--- src/rtl/mc_control_fsm_if.sv ---
// Memory handshake between the control sequencer and the unified
// instruction/data memory. The sequencer is the master.
interface mc_control_fsm_if;
  logic mem_req;
  logic mem_write;
  logic mem_ready;

  modport master (
    output mem_req,
    output mem_write,
    input  mem_ready
  );

  modport slave (
    input  mem_req,
    input  mem_write,
    output mem_ready
  );
endinterface

--- src/rtl/mc_control_fsm.sv ---
// Multi-cycle control sequencer for an RV32I subset core (lw, sw, R-type,
// I-type ALU, beq/bne). Drives the shared-datapath selects each cycle and
// stalls on the memory ready handshake.
// Optional feature: define MC_CTRL_JAL_EN to add the JAL state (opcode 1101111).
module mc_control_fsm (
  input  logic             clk,
  input  logic             rst_n,
  mc_control_fsm_if.master mem,
  input  logic [6:0]       opcode,
  input  logic [2:0]       funct3,
  input  logic             funct7b5,
  input  logic             zero,
  output logic             adr_src,
  output logic             ir_write,
  output logic             pc_write,
  output logic             reg_write,
  output logic [1:0]       imm_src,
  output logic [1:0]       alu_src_a,
  output logic [1:0]       alu_src_b,
  output logic [2:0]       alu_control,
  output logic [1:0]       result_src,
  output logic             illegal_instr
);

  localparam logic [6:0] OpLoad   = 7'b0000011;
  localparam logic [6:0] OpStore  = 7'b0100011;
  localparam logic [6:0] OpRType  = 7'b0110011;
  localparam logic [6:0] OpIType  = 7'b0010011;
  localparam logic [6:0] OpBranch = 7'b1100011;
`ifdef MC_CTRL_JAL_EN
  localparam logic [6:0] OpJal    = 7'b1101111;
`endif

  localparam logic [2:0] AluAdd = 3'b000;
  localparam logic [2:0] AluSub = 3'b001;
  localparam logic [2:0] AluAnd = 3'b010;
  localparam logic [2:0] AluOr  = 3'b011;
  localparam logic [2:0] AluSlt = 3'b101;

  typedef enum logic [3:0] {
    StIdle,
    StFetch,
    StDecode,
    StMemAdr,
    StMemRead,
    StMemWb,
    StMemWrite,
    StExecR,
    StExecI,
    StAluWb,
    StBranch
`ifdef MC_CTRL_JAL_EN
    , StJal
`endif
  } state_e;

  state_e     state_q, state_d;
  logic       mem_req_c;
  logic       mem_write_c;
  logic [2:0] alu_dec;

  assign mem.mem_req   = mem_req_c;
  assign mem.mem_write = mem_write_c;

  // State register; reset abandons any instruction in flight.
  always_ff @(posedge clk or negedge rst_n) begin
    if (!rst_n) begin
      state_q <= StIdle;
    end else begin
      state_q <= state_d;
    end
  end

  // ALU operation for the execute states, decoded from funct3.
  always_comb begin
    alu_dec = AluAdd;
    case (funct3)
      3'b000:  alu_dec = (opcode == OpRType && funct7b5) ? AluSub : AluAdd;
      3'b010:  alu_dec = AluSlt;
      3'b110:  alu_dec = AluOr;
      3'b111:  alu_dec = AluAnd;
      default: alu_dec = AluAdd;
    endcase
  end

  // Next-state and per-state datapath controls.
  always_comb begin
    state_d       = state_q;
    mem_req_c     = 1'b0;
    mem_write_c   = 1'b0;
    adr_src       = 1'b0;
    ir_write      = 1'b0;
    pc_write      = 1'b0;
    reg_write     = 1'b0;
    imm_src       = 2'b00;
    alu_src_a     = 2'b00;
    alu_src_b     = 2'b00;
    alu_control   = AluAdd;
    result_src    = 2'b00;
    illegal_instr = 1'b0;
    case (state_q)
      StIdle: state_d = StFetch;
      StFetch: begin
        mem_req_c  = 1'b1;
        alu_src_b  = 2'b10;
        result_src = 2'b10;
        if (mem.mem_ready) begin
          ir_write = 1'b1;
          pc_write = 1'b1;
          state_d  = StDecode;
        end
      end
      StDecode: begin
        // Branch (or jump) target lands in the ALU-out register here.
        alu_src_a = 2'b01;
        alu_src_b = 2'b01;
        imm_src   = 2'b10;
`ifdef MC_CTRL_JAL_EN
        if (opcode == OpJal) imm_src = 2'b11;
`endif
        case (opcode)
          OpLoad, OpStore: state_d = StMemAdr;
          OpRType:         state_d = StExecR;
          OpIType:         state_d = StExecI;
          OpBranch:        state_d = StBranch;
`ifdef MC_CTRL_JAL_EN
          OpJal:           state_d = StJal;
`endif
          default: begin
            illegal_instr = 1'b1;
            state_d       = StFetch;
          end
        endcase
      end
      StMemAdr: begin
        alu_src_a = 2'b10;
        alu_src_b = 2'b01;
        imm_src   = (opcode == OpStore) ? 2'b01 : 2'b00;
        state_d   = (opcode == OpStore) ? StMemWrite : StMemRead;
      end
      StMemRead: begin
        mem_req_c = 1'b1;
        adr_src   = 1'b1;
        if (mem.mem_ready) state_d = StMemWb;
      end
      StMemWb: begin
        result_src = 2'b01;
        reg_write  = 1'b1;
        state_d    = StFetch;
      end
      StMemWrite: begin
        mem_req_c   = 1'b1;
        mem_write_c = 1'b1;
        adr_src     = 1'b1;
        if (mem.mem_ready) state_d = StFetch;
      end
      StExecR: begin
        alu_src_a   = 2'b10;
        alu_control = alu_dec;
        state_d     = StAluWb;
      end
      StExecI: begin
        alu_src_a   = 2'b10;
        alu_src_b   = 2'b01;
        alu_control = alu_dec;
        state_d     = StAluWb;
      end
      StAluWb: begin
        reg_write = 1'b1;
        state_d   = StFetch;
      end
      StBranch: begin
        alu_src_a   = 2'b10;
        alu_control = AluSub;
        case (funct3)
          3'b000:  pc_write = zero;
          3'b001:  pc_write = ~zero;
          default: pc_write = 1'b0;
        endcase
        state_d = StFetch;
      end
`ifdef MC_CTRL_JAL_EN
      StJal: begin
        // PC takes the precomputed target; the ALU forms old PC + 4 for the link.
        alu_src_a = 2'b01;
        alu_src_b = 2'b10;
        pc_write  = 1'b1;
        state_d   = StAluWb;
      end
`endif
      default: state_d = StIdle;
    endcase
  end

endmodule

--- src/flat_wrapper.sv ---
// flat-port wrapper written by rule: the top's interface ports become plain ports
module mc_control_fsm_flat 
  (clk, rst_n, opcode, funct3, funct7b5, zero, adr_src, ir_write, pc_write, reg_write, imm_src, alu_src_a, alu_src_b, alu_control, result_src, illegal_instr, mem_mem_req, mem_mem_write, mem_mem_ready);
  mc_control_fsm_if mem_i ();
  input  logic clk;
  input  logic rst_n;
  input  logic [6:0] opcode;
  input  logic [2:0] funct3;
  input  logic funct7b5;
  input  logic zero;
  output logic adr_src;
  output logic ir_write;
  output logic pc_write;
  output logic reg_write;
  output logic [1:0] imm_src;
  output logic [1:0] alu_src_a;
  output logic [1:0] alu_src_b;
  output logic [2:0] alu_control;
  output logic [1:0] result_src;
  output logic illegal_instr;
  output wire logic [$bits(mem_i.mem_req)-1:0] mem_mem_req;
  output wire logic [$bits(mem_i.mem_write)-1:0] mem_mem_write;
  input wire logic [$bits(mem_i.mem_ready)-1:0] mem_mem_ready;
  assign mem_mem_req = mem_i.mem_req;
  assign mem_mem_write = mem_i.mem_write;
  assign mem_i.mem_ready = mem_mem_ready;
  mc_control_fsm u_core (.clk(clk), .rst_n(rst_n), .mem(mem_i), .opcode(opcode), .funct3(funct3), .funct7b5(funct7b5), .zero(zero), .adr_src(adr_src), .ir_write(ir_write), .pc_write(pc_write), .reg_write(reg_write), .imm_src(imm_src), .alu_src_a(alu_src_a), .alu_src_b(alu_src_b), .alu_control(alu_control), .result_src(result_src), .illegal_instr(illegal_instr));
endmodule
--- config.mk ---
export PLATFORM = sky130hd
export DESIGN_NAME = mc_control_fsm_flat
export DESIGN_NICKNAME = d
export VERILOG_FILES = /design/src/rtl/mc_control_fsm_if.sv /design/src/rtl/mc_control_fsm.sv /design/src/flat_wrapper.sv
export SDC_FILE = /design/constraint.sdc
export NUM_CORES = 1
export LEC_CHECK = 0
export ABC_AREA = 1
export BUFFER_PORTS_ARGS = -buffer_cell sky130_fd_sc_hd__buf_2
export CELL_PAD_IN_SITES_DETAIL_PLACEMENT = 2
export CELL_PAD_IN_SITES_GLOBAL_PLACEMENT = 2
export CORE_UTILIZATION = 17
export CTS_BUF_LIST = sky130_fd_sc_hd__clkbuf_8
export DETAILED_ROUTE_END_ITERATION = 10
export PLACE_DENSITY = 0.76
export SYNTH_ARGS = -nofsm -noshare
export SYNTH_HDL_FRONTEND = slang
export SYNTH_SLANG_ARGS = --single-unit
--- constraint.sdc ---
create_clock -name clk -period 1.3 [get_ports clk]
set_clock_uncertainty 0.15 [all_clocks]
set_input_delay 0.195 -clock clk [delete_from_list [all_inputs] [get_ports clk]]
set_output_delay 0.195 -clock clk [all_outputs]
set_load 0.1 [all_outputs]
==> results of run 1 <==
-- final timing paths --
kind,from,end,slack [ns],cells past startpoint
worst max-delay path,opcode[3],alu_control[0],-0.64,9
worst min-delay path,rst_n,u_core.state_q[2],0.17,2
worst max register to register,u_core.state_q[1],u_core.state_q[2],-0.51,9
worst min register to register,u_core.state_q[2],u_core.state_q[3],0.91,5
max in group asynchronous,rst_n,u_core.state_q[3],0.68,2
min in group clk,mem_mem_ready,u_core.state_q[0],0.35,4
-- power breakdown --
| group | switching [mW] | internal (mW) |
|---|---|---|
| registers | 0.0583 | 0.172 |
| clock network | 0.0833 | 0.199 |
| logic | 2.70 | 1.59 |
-- critical path, stage by stage --
cell and delay, ns:
buf_2 0.12, nor2_1 0.20, nand2_1 0.11, nor3_1 0.37, nand2_1 0.16, nand2_1 0.12
nand2_2 0.08, nand2_4 0.07, buf_12 0.17
-- cell type report --
type                            count  area, um2  share of cell area
Multi-Input combinational cell     80        621               0.360
Sequential cell                     4        101              0.0588
Clock buffer                        3       41.3              0.0239
Inverter                           21       93.8              0.0544
Timing Repair Buffer               75        812               0.471
Tap cell                           44       55.1              0.0319
-- cells by family (layout without fill, tap and decap cells) --
logic type	after synthesis	after routing	share of synthesized area
AO/OA/AOI/OAI	11	11	0.131
buffers and inverters	21	99	0.147
flip-flops	4	4	0.183
AND/OR/NAND/NOR	69	69	0.539
-- layout by cell type (no fill, tap or decap), types with 2 or more instances in the layout --
| cell | n |
|---|---|
| buf_12 | 18 |
| nand2_2 | 4 |
| o21ai_4 | 2 |
| a21oi_4 | 3 |
| nand3_1 | 3 |
| clkbuf_8 | 3 |
| inv_1 | 12 |
| buf_2 | 14 |
| inv_4 | 3 |
| nor2_1 | 8 |
| inv_2 | 5 |
| nor3_4 | 2 |
| dfrtp_1 | 3 |
| buf_4 | 27 |
| nand2_1 | 27 |
| a21oi_2 | 2 |
| nor2_4 | 15 |
| buf_6 | 15 |
| nand2_4 | 5 |
| nor3_1 | 2 |
-- per-layer routing --
metal | GRT usage | part of all wire | vias to the layer above
li1 | - | - | 477
met2 | 0.558 | 0.55 | 43
met4 | 0.102 | 0.033 | 0
met1 | 0.262 | 0.39 | 542
met5 | 0 | 0 | -
met3 | 0.0374 | 0.034 | 15
-- through the flow --
stage / utilization / area [um2] / instances
2_1_floorplan: - / 672 / 105
3_3_place_gp: 0.448 / 1370 / 209
3_5_place_dp: 0.448 / 1370 / 209
4_1_cts: 0.523 / 1600 / 220
5_1_grt: 0.565 / 1720 / 227
6_report: 0.565 / 1720 / 227
-- timing repair --
item                                    CTS  global route
gates resized for setup                  35            19
hold buffers                              1             0
endpoints found under the hold margin     4             0
pin swaps                                10            15
endpoints found under the setup margin   22            22
buffers inserted                          7             9
==> impl_metrics.env, run 1 <==
export IMPL_die_h_um=58.6
export IMPL_pre_cts_ws_ns=-0.458
export IMPL_drtAntennaViolNets=0
export IMPL_die_x_um=58.6
export IMPL_ys_flop_type="dfrtp_1"
export IMPL_vias=1077
export IMPL_portBuffers=32
export IMPL_crit_arrival_ns=1.60
export IMPL_fmax_mhz=515
export IMPL_detail_route_first_pass_iterations=4
export IMPL_drt_total_wl_um=5520
export IMPL_syn_inst=105
export IMPL_whs_ns=0.170
export IMPL_syn_to_final_growth_pct=216
export IMPL_worst_slew_pin_slew_ns=0.447
export IMPL_dr_first_iter_drc_count=20
export IMPL_viasPerCell=4.74
export IMPL_synth_edf_count=0
export IMPL_crit_fanout=2
export IMPL_yosysMostFrequentCell="nand2_1"
export IMPL_critical_path_required_ns=0.95
export IMPL_diodes=0
export IMPL_antenna_found_initial=0
export IMPL_grt_pass1_vias=1201
export IMPL_core_um2=3050
export IMPL_synth_top_cells_by_count="nand2_1 (34), nor2_1 (19), inv_1 (14), inv_2 (6)"
export IMPL_start_kind="input port"
export IMPL_slew_headroom=0.699
export IMPL_min_period_ns=1.94
export IMPL_overflow=0
export IMPL_nFillCells=315
export IMPL_ios=33
export IMPL_ys_ff_latch=4
export IMPL_p_leak_nw=0.832
export IMPL_path_clk_slew_ns=0.04
export IMPL_root_buffer="clkbuf_8"
export IMPL_drv_slew=0
export IMPL_drive_gt1_frac=0.683
export IMPL_dpl_hpwl_um=2850
export IMPL_place_congestion=0.759
export IMPL_pwr_density_cell_nw_per_um2=2780
export IMPL_cts_buffers=3
export IMPL_yosysTopAreaCellShare=0.234
export IMPL_regMostFlops="u_core.state_q"
export IMPL_holdCritPathClass="input port to async pin"
export IMPL_cts_max_level=1
export IMPL_grt_setup_unrepaired="yes"
export IMPL_crit_path_end_kind="primary output"
export IMPL_num_nets_final=200
export IMPL_initial_utilization=0.179
export IMPL_violations="setup timing"
export IMPL_status="finished with violations"
export IMPL_reg_top3="u_core.state_q (4)"
export IMPL_path_class="input port to primary output"
export IMPL_cts_tree="done"
export IMPL_synth_nets=120
export IMPL_yosysWarnings=0
export IMPL_die_area_um2=3440
export IMPL_avgSynthCellArea_um2=5.20
export IMPL_clk_path_buf_depth=2
export IMPL_peakVddDrop_v=0.00132
export IMPL_max_cap_violations=0
export IMPL_setup_viol=22
export IMPL_synthTopCellsByArea="nand2_1 (23%), dfrtp_1 (18%), nor2_1 (13%)"
export IMPL_worst_skew_pair_late_latency_ns=0.22
export IMPL_finalHoldViolations=0
export IMPL_wl_per_cell_um=24.3
export IMPL_grt_first_pass_wirelength_um=6460
export IMPL_synth_area_um2=546
export IMPL_clock_sinks=4
export IMPL_setup_ws_ns=-0.641
export IMPL_largest_reg_flops=4
export IMPL_setup_tns_ns=-11.69
export IMPL_drc=0
export IMPL_netlist_top_cell_by_area="nand2_1"
export IMPL_post_route_period_util=1.49
export IMPL_ys_types=17
export IMPL_grt_use_total=0.269
export IMPL_yosysSeqAreaShare=0.183
export IMPL_async_reset_ff_frac=1.00
export IMPL_rows=20
export IMPL_grt_max_degree=7
export IMPL_power_mw=4.80
(Power assumes the default switching activity.)
==> run 2: changes to the inputs <==
- ABC_AREA: 1 -> not set
- CORE_UTILIZATION: 17 -> 21
- PLACE_DENSITY: 0.76 -> 0.77
==> run 2 against run 1 <==
Area after synthesis up 9.9%. The run now fails in 4_1_cts. Synthesized cell count down 27%.
==> impl_metrics.env, run 2 <==
export IMPL_hold_buffers=1
export IMPL_clock_sinks=4
export IMPL_rows=19
export IMPL_place_congestion=0.855
export IMPL_synth_fa_ha_area_frac=0.0167
export IMPL_netlist_top_cell_by_area="dfrtp_1"
export IMPL_cts_setup_buffers=14
export IMPL_synth_area_um2=599
export IMPL_cts_max_level=1
export IMPL_root_buffer="clkbuf_8"
export IMPL_ios=33
export IMPL_synth_edf_count=0
export IMPL_async_reset_ff_frac=1.00
export IMPL_synth_xor_area_share=0.0146
export IMPL_dp_cells=167
export IMPL_status="aborted with a tool error"
export IMPL_yosysTopAreaCellShare=0.167
export IMPL_clk_path_buf_depth=2
export IMPL_cts_resized=50
export IMPL_synthTopCellsByArea="dfrtp_1 (17%), nand2b_1 (5.2%), nor4bb_1 (5.0%)"
export IMPL_dpl_hpwl_um=2730
export IMPL_ys_types=46
export IMPL_yosysWarnings=0
export IMPL_syn_inst=77
export IMPL_die_x_um=55.4
export IMPL_yosysMostFrequentCell="nor2_1"
export IMPL_synth_compound_area_frac=0.240
export IMPL_portBuffers=32
export IMPL_synth_top_family_by_area="simple AND/OR/NAND/NOR gates"
export IMPL_synth_nets=92
export IMPL_die_h_um=55.4
export IMPL_yosysSeqAreaShare=0.167
export IMPL_ys_ff_latch=4
export IMPL_stop_error="[ERROR DPL-0033] detailed placement checks failed during check placement."
export IMPL_avgSynthCellArea_um2=7.78
export IMPL_synth_top_cells_by_count="nor2_1 (7), nand2b_1 (5)"
export IMPL_cts_buffers=3
export IMPL_ys_flop_type="dfrtp_1"
export IMPL_haltStage="4_1_cts"
export IMPL_synth_simple_area_share=0.497
export IMPL_initial_utilization=0.219
export IMPL_synth_mux_area_fraction=0
run 2: cell types whose count changed after synthesis, moves of 4 or more:
cell | previous run | this run
nand2b_1 | 0 | 5
buf_2 | 0 | 4
inv_1 | 14 | 2
nor2_1 | 19 | 7
nand2_1 | 34 | 1
inv_2 | 6 | 0
nand3_1 | 4 | 0
nor2_2 | 4 | 0
run 2: cells by family after synthesis:
| family | Yosys count |
|---|---|
| fa+ha+maj | 1 |
| xor+xnor | 1 |
| buf+inv | 8 |
| simple gates | 42 |
| compound gates | 21 |
| flops | 4 |
run 2: stage by stage:
step           setup TNS (ns)  worst slack [ns]  area (um2)
2_1_floorplan          -15.07             -1.26         758
3_3_place_gp            -8.02            -0.626        1430
3_5_place_dp            -9.80            -0.659        1430
==> run 3: changes to the inputs <==
- CELL_PAD_IN_SITES_DETAIL_PLACEMENT: 2 -> not set
- CELL_PAD_IN_SITES_GLOBAL_PLACEMENT: 2 -> not set
- CORE_AREA: not set -> 2 2 63 65
- CORE_UTILIZATION: 21 -> not set
- CTS_BUF_LIST: sky130_fd_sc_hd__clkbuf_8 -> not set
- DIE_AREA: not set -> 0 0 65 67
- PLACE_DENSITY: 0.77 -> not set
- PLACE_DENSITY_LB_ADDON: not set -> 0.15
- clock period: 1.3 -> 1.7 ns (I/O delays scaled with it)
==> run 3 against run 2 <==
The flow now finishes, with violations (setup timing). Synthesized cell count stayed put. Area after synthesis stayed put.
==> impl_metrics.env, run 3 <==
export IMPL_grt_max_degree=12
export IMPL_rows=22
export IMPL_syn_to_final_growth_pct=186
export IMPL_crit_arrival_ns=1.68
export IMPL_start_kind="flop"
export IMPL_root_buffer="clkbuf_8"
export IMPL_clk_path_buf_depth=2
export IMPL_cts_max_level=1
export IMPL_drt_total_wl_um=2610
export IMPL_grt_setup_unrepaired="yes"
export IMPL_die_x_um=65
export IMPL_max_cap_violations=0
export IMPL_drc=0
export IMPL_fin_util=0.475
export IMPL_drtAntennaViolNets=0
export IMPL_pwr_density_cell_nw_per_um2=1990
export IMPL_regMostFlops="u_core.state_q"
export IMPL_num_nets_final=157
export IMPL_final_common_cell="buf_12"
export IMPL_place_congestion=0.788
export IMPL_yosysWarnings=0
export IMPL_clkPwrFrac=0.067
export IMPL_synth_area_um2=599
export IMPL_ys_flop_type="dfrtp_1"
export IMPL_async_reset_ff_frac=1.00
export IMPL_dp_cells=171
export IMPL_largest_reg_flops=4
export IMPL_synthTopCellsByArea="dfrtp_1 (17%), nand2b_1 (5.2%), nor4bb_1 (5.0%)"
export IMPL_power_mw=3.41
export IMPL_portBuffers=32
export IMPL_r2r_slack_ns=-0.06
export IMPL_yosysTopAreaCellShare=0.167
export IMPL_whs_ns=0.208
export IMPL_netlist_top_cell_by_area="dfrtp_1"
export IMPL_power_internal_mw=1.57
export IMPL_setup_tns_ns=-4.98
export IMPL_overflow=0
export IMPL_p_leak_nw=0.683
export IMPL_yosysMostFrequentCell="nor2_1"
export IMPL_grt_use_total=0.122
export IMPL_peakVddDrop_v=0.000667
export IMPL_p_sw_mw=1.83
export IMPL_post_route_period_util=1.23
export IMPL_worst_skew_pair_late_latency_ns=0.23
export IMPL_status="finished with violations"
export IMPL_wl_per_cell_um=13.8
export IMPL_cts_buffers=3
export IMPL_holdCritPathClass="input port to async pin"
export IMPL_reg2reg_from="u_core.state_q[3]"
export IMPL_clock_sinks=4
export IMPL_cts_tree="done"
export IMPL_critical_path_required_ns=1.29
export IMPL_power_frac_comb=0.876
export IMPL_cp_slowest_stage_delay_ns=0.49
export IMPL_pwr_share_seq=0.057
export IMPL_grt_first_pass_wirelength_um=4070
export IMPL_synth_nets=92
export IMPL_die_area_um2=4360
export IMPL_layout_common_cells="buf_12 (20), buf_6 (19), buf_2 (14)"
export IMPL_ios=33
export IMPL_r2r_end="u_core.state_q[2]"
export IMPL_grt_pass1_vias=840
export IMPL_core_um2=3610
export IMPL_setup_viol=19
export IMPL_worst_slew_pin_slew_ns=0.517
export IMPL_crit_path_end_kind="primary output"
export IMPL_antenna_found_initial=0
export IMPL_die_h_um=67
export IMPL_dpl_hpwl_um=1740
export IMPL_detail_route_first_pass_iterations=4
export IMPL_path_class="flop to primary output"
export IMPL_min_period_ns=2.08
export IMPL_setup_ws_ns=-0.385
export IMPL_syn_inst=77
export IMPL_path_clk_slew_ns=0.04
export IMPL_diodes=0
export IMPL_drv_slew=0
export IMPL_violations="setup timing"
export IMPL_crit_fanout=2
export IMPL_reg2regPathDepth=8
export IMPL_ys_types=46
export IMPL_vias=848
export IMPL_viasPerCell=4.49
export IMPL_initial_utilization=0.166
export IMPL_switching_share=0.538
export IMPL_fmax_mhz=480
export IMPL_layout_cells_non_filler=189
export IMPL_critPathSlowestCell="or4b_4"
export IMPL_dr_first_iter_drc_count=13
export IMPL_avgSynthCellArea_um2=7.78
export IMPL_crit_path_cell_trace="nand2b_4, or4b_4, nor4_4, buf_12"
export IMPL_drive_gt1_frac=0.738
export IMPL_reg_top3="u_core.state_q (4)"
export IMPL_synth_edf_count=0
export IMPL_yosysSeqAreaShare=0.167
export IMPL_finalHoldViolations=0
export IMPL_ys_ff_latch=4
export IMPL_slew_headroom=0.651
export IMPL_synth_top_cells_by_count="nor2_1 (7), nand2b_1 (5)"
==> run 3: cell counts after synthesis <==
Identical to the previous run, type by type.
==> run 3: area by class of cell <==
type                       count  area (um2)
sequential                     4         105
multi-input combinational     65         711
inverter                       2        7.51
timing repair buffer          66         785
fill                         331        1890
tap                           48        60.1
clock buffer                   4        45.0
==> run 3: cells by family (layout without fill, tap and decap cells) <==
family | after synthesis | in the layout | share of synthesized area
simple gates | 42 | 42 | 0.497
flops | 4 | 4 | 0.167
xor+xnor | 1 | 1 | 0.0146
fa+ha+maj | 1 | 1 | 0.0167
buf+inv | 8 | 72 | 0.0647
compound gates | 21 | 21 | 0.240
==> run 3: how the worst max path moves through the flow <==
stage,start,endpoint,slack [ns]
2_1_floorplan,u_core.state_q[0],alu_control[0],-0.92
3_3_place_gp,u_core.state_q[3],imm_src[0],-0.29
3_5_place_dp,u_core.state_q[3],alu_control[0],-0.30
4_1_cts,u_core.state_q[3],alu_control[0],-0.38
5_1_grt,u_core.state_q[2],alu_control[0],-0.46
6_report,u_core.state_q[3],imm_src[0],-0.38
==> run 3: per-stage QoR <==
stage / area (um2) / setup slack [ns]
floorplan: 758 / -0.918
global placement: 1360 / -0.291
detailed placement: 1360 / -0.296
CTS: 1590 / -0.384
global route: 1710 / -0.464
finish: 1710 / -0.385
==> run 3: metal layers <==
metal / part of all wire / vias up / GRT usage
met5: 0 / - / 0
met4: 0.0096 / 0 / 0.0479
met3: 0.067 / 3 / 0.0236
met2: 0.53 / 34 / 0.213
met1: 0.39 / 390 / 0.147
li1: - / 421 / -
==> run 3: what timing repair did <==
action,4_1_cts,5_1_grt
setup endpoints to repair,19,21
resized for setup,28,27
pin swaps,8,11
hold endpoints to repair,4,0
hold buffers,1,0
buffers inserted,8,13
==> run 3: power groups by stage <==
stage / Sequential, mW / Clock (mW) / Combinational [mW]
final: 0.195 / 0.229 / 2.98
after global routing: 0.205 / 0.240 / 3.09
after CTS: 0.194 / 0.234 / 2.84
after detailed placement: 0.170 / 0 / 2.59
after global placement: 0.169 / 0 / 2.58
after floorplan: 0.158 / 0 / 1.68
==> run 3: worst max-delay path: cells and delay by family (launching register included) <==
| family | cells | cell delay, ns |
|---|---|---|
| flops | 1 | 0.40 |
| simple gates | 3 | 0.83 |
| buf+inv | 1 | 0.21 |
==> run 4: changes to the inputs <==
- CELL_PAD_IN_SITES_DETAIL_PLACEMENT: not set -> 2
- CELL_PAD_IN_SITES_GLOBAL_PLACEMENT: not set -> 2
==> run 4 against run 3 <==
The run still ends with setup timing left. Critical path depth rose by 2. Critical endpoint is now alu_control[0]. Cell count rose by 5.8%. Global-route usage rose by 1.4 points. Clock power fell by 9.6%. Register-to-register slack improved by 0.05 ns. Critical path type unchanged. Utilization rose by 2.9 points. Via count rose by 8.4%. Combinational power rose by 8.1%. Design area rose by 6.1%. Count of clock-buffer cells in the layout did not move. Die area did not move. Largest power group unchanged. Hold slack improved by 0.010 ns.
==> impl_metrics.env, run 4 (synthesis results as in run 3) <==
export IMPL_path_class="flop to primary output"
export IMPL_regMostFlops="u_core.state_q"
export IMPL_dp_cells=172
export IMPL_diodes=0
export IMPL_core_um2=3610
export IMPL_drc=0
export IMPL_wl_per_cell_um=17.8
export IMPL_ios=33
export IMPL_setup_tns_ns=-4.38
export IMPL_detail_route_first_pass_iterations=3
export IMPL_viasPerCell=4.60
export IMPL_dr_first_iter_drc_count=21
export IMPL_cts_buffers=3
export IMPL_holdCritPathClass="input port to async pin"
export IMPL_violations="setup timing"
export IMPL_cts_max_level=1
export IMPL_path_clk_slew_ns=0.03
export IMPL_root_buffer="clkbuf_8"
export IMPL_setup_viol=19
export IMPL_critPathSlowestCell="dfrtp_2"
export IMPL_fmax_mhz=478
export IMPL_finalHoldViolations=0
export IMPL_grt_use_total=0.136
export IMPL_clk_path_buf_depth=2
export IMPL_r2r_slack_ns=-0.01
export IMPL_portBuffers=32
export IMPL_layout_common_cells="buf_4 (25), buf_12 (21), buf_2 (14), buf_6 (14)"
export IMPL_layout_cells_non_filler=200
export IMPL_die_area_um2=4360
export IMPL_fin_util=0.504
export IMPL_min_period_ns=2.09
export IMPL_post_route_period_util=1.23
export IMPL_pwr_density_cell_nw_per_um2=1990
export IMPL_crit_path_end_kind="primary output"
export IMPL_start_kind="flop"
export IMPL_vias=919
export IMPL_grt_pass1_vias=942
export IMPL_reg2reg_from="u_core.state_q[1]"
export IMPL_max_cap_violations=0
export IMPL_syn_to_final_growth_pct=203
export IMPL_r2r_end="u_core.state_q[3]"
export IMPL_drtAntennaViolNets=0
export IMPL_slew_headroom=0.599
export IMPL_worst_skew_pair_late_latency_ns=0.21
export IMPL_rows=22
export IMPL_peakVddDrop_v=0.000681
export IMPL_worst_slew_pin_slew_ns=0.594
export IMPL_status="finished with violations"
export IMPL_cp_slowest_stage_delay_ns=0.43
export IMPL_grt_first_pass_wirelength_um=4580
export IMPL_p_leak_nw=0.742
export IMPL_die_x_um=65
export IMPL_reg_top3="u_core.state_q (4)"
export IMPL_dpl_hpwl_um=2050
export IMPL_drive_gt1_frac=0.757
export IMPL_cts_tree="done"
export IMPL_critical_path_required_ns=1.29
export IMPL_initial_utilization=0.166
export IMPL_place_congestion=0.759
export IMPL_grt_max_degree=13
export IMPL_num_nets_final=168
export IMPL_setup_ws_ns=-0.393
export IMPL_drt_total_wl_um=3570
export IMPL_crit_fanout=5
export IMPL_largest_reg_flops=4
export IMPL_final_common_cell="buf_4"
export IMPL_overflow=0
export IMPL_drv_slew=0
export IMPL_clock_sinks=4
export IMPL_crit_path_cell_trace="buf_8, buf_4, nor3b_2, o21ai_1, o211ai_1, clkbuf_16"
export IMPL_nFillCells=356
export IMPL_crit_arrival_ns=1.69
export IMPL_antenna_found_initial=0
export IMPL_die_h_um=67
export IMPL_grt_setup_unrepaired="yes"
export IMPL_reg2regPathDepth=5
## run 4: cell types whose count changed in the layout (fill, tap and decap cells not counted), moves of 2 or more
cell | before | now
o21ai_0 | 3 | 1
o21ai_1 | 1 | 3
buf_4 | 12 | 25
buf_6 | 19 | 14
## run 4: worst max path at each step
stage / end / slack (ns) / cells past startpoint / startpoint
floorplan: alu_control[0] / -0.92 / 4 / u_core.state_q[0]
global placement: imm_src[0] / -0.28 / 4 / u_core.state_q[3]
detailed placement: imm_src[0] / -0.28 / 4 / u_core.state_q[3]
CTS: imm_src[0] / -0.37 / 4 / u_core.state_q[3]
global route: alu_control[0] / -0.48 / 5 / u_core.state_q[1]
finish: alu_control[0] / -0.39 / 6 / u_core.state_q[0]
## run 4: power by group
part,total [mW],internal [mW],switching [mW]
Clock,0.207,0.160,0.0467
Combinational,3.22,1.41,1.81
Sequential,0.197,0.135,0.0621
## run 4: area by class of cell
class | count | area, um2 | area share
Tap cell | 48 | 60.1 | 0.0331
Inverter | 2 | 7.51 | 0.00413
Sequential cell | 4 | 105 | 0.0579
Timing Repair Buffer | 77 | 886 | 0.488
Clock buffer | 4 | 45.0 | 0.0248
Multi-Input combinational cell | 65 | 713 | 0.393
## run 4: per-layer routing
| metal | global-route usage | routed length [um] | vias to the layer above |
|---|---|---|---|
| li1 | - | - | 442 |
| met1 | 0.158 | 1460 | 458 |
| met2 | 0.276 | 2010 | 17 |
| met3 | 0.00507 | 68 | 2 |
| met4 | 0.0239 | 32 | 0 |
| met5 | 0 | 0 | - |
## run 4: repair_timing
action | in CTS | in global routing
resized for setup | 24 | 29
setup endpoints to repair | 21 | 21
endpoints found under the hold margin | 4 | 0
pin swaps | 7 | 12
hold buffers | 1 | 0
cloned | 0 | 0
buffers inserted | 7 | 18
## run 4: worst max-delay path: cells and delay by family, from the launching register on
family	cells	cell delay (ns)
compound gates	2	0.27
buf+inv	3	0.54
flops	1	0.43
simple gates	1	0.23
## run 4: per-stage QoR
stage               setup WS, ns  total power [mW]  hold slack, ns  cell area [um2]
global placement          -0.276              2.73         -0.0910             1360
global route              -0.478              3.76           0.224             1820
CTS                       -0.375              3.26           0.216             1570
finish                    -0.393              3.62           0.218             1820
detailed placement        -0.285              2.76         -0.0903             1360
floorplan                 -0.918              1.84          -0.191              758
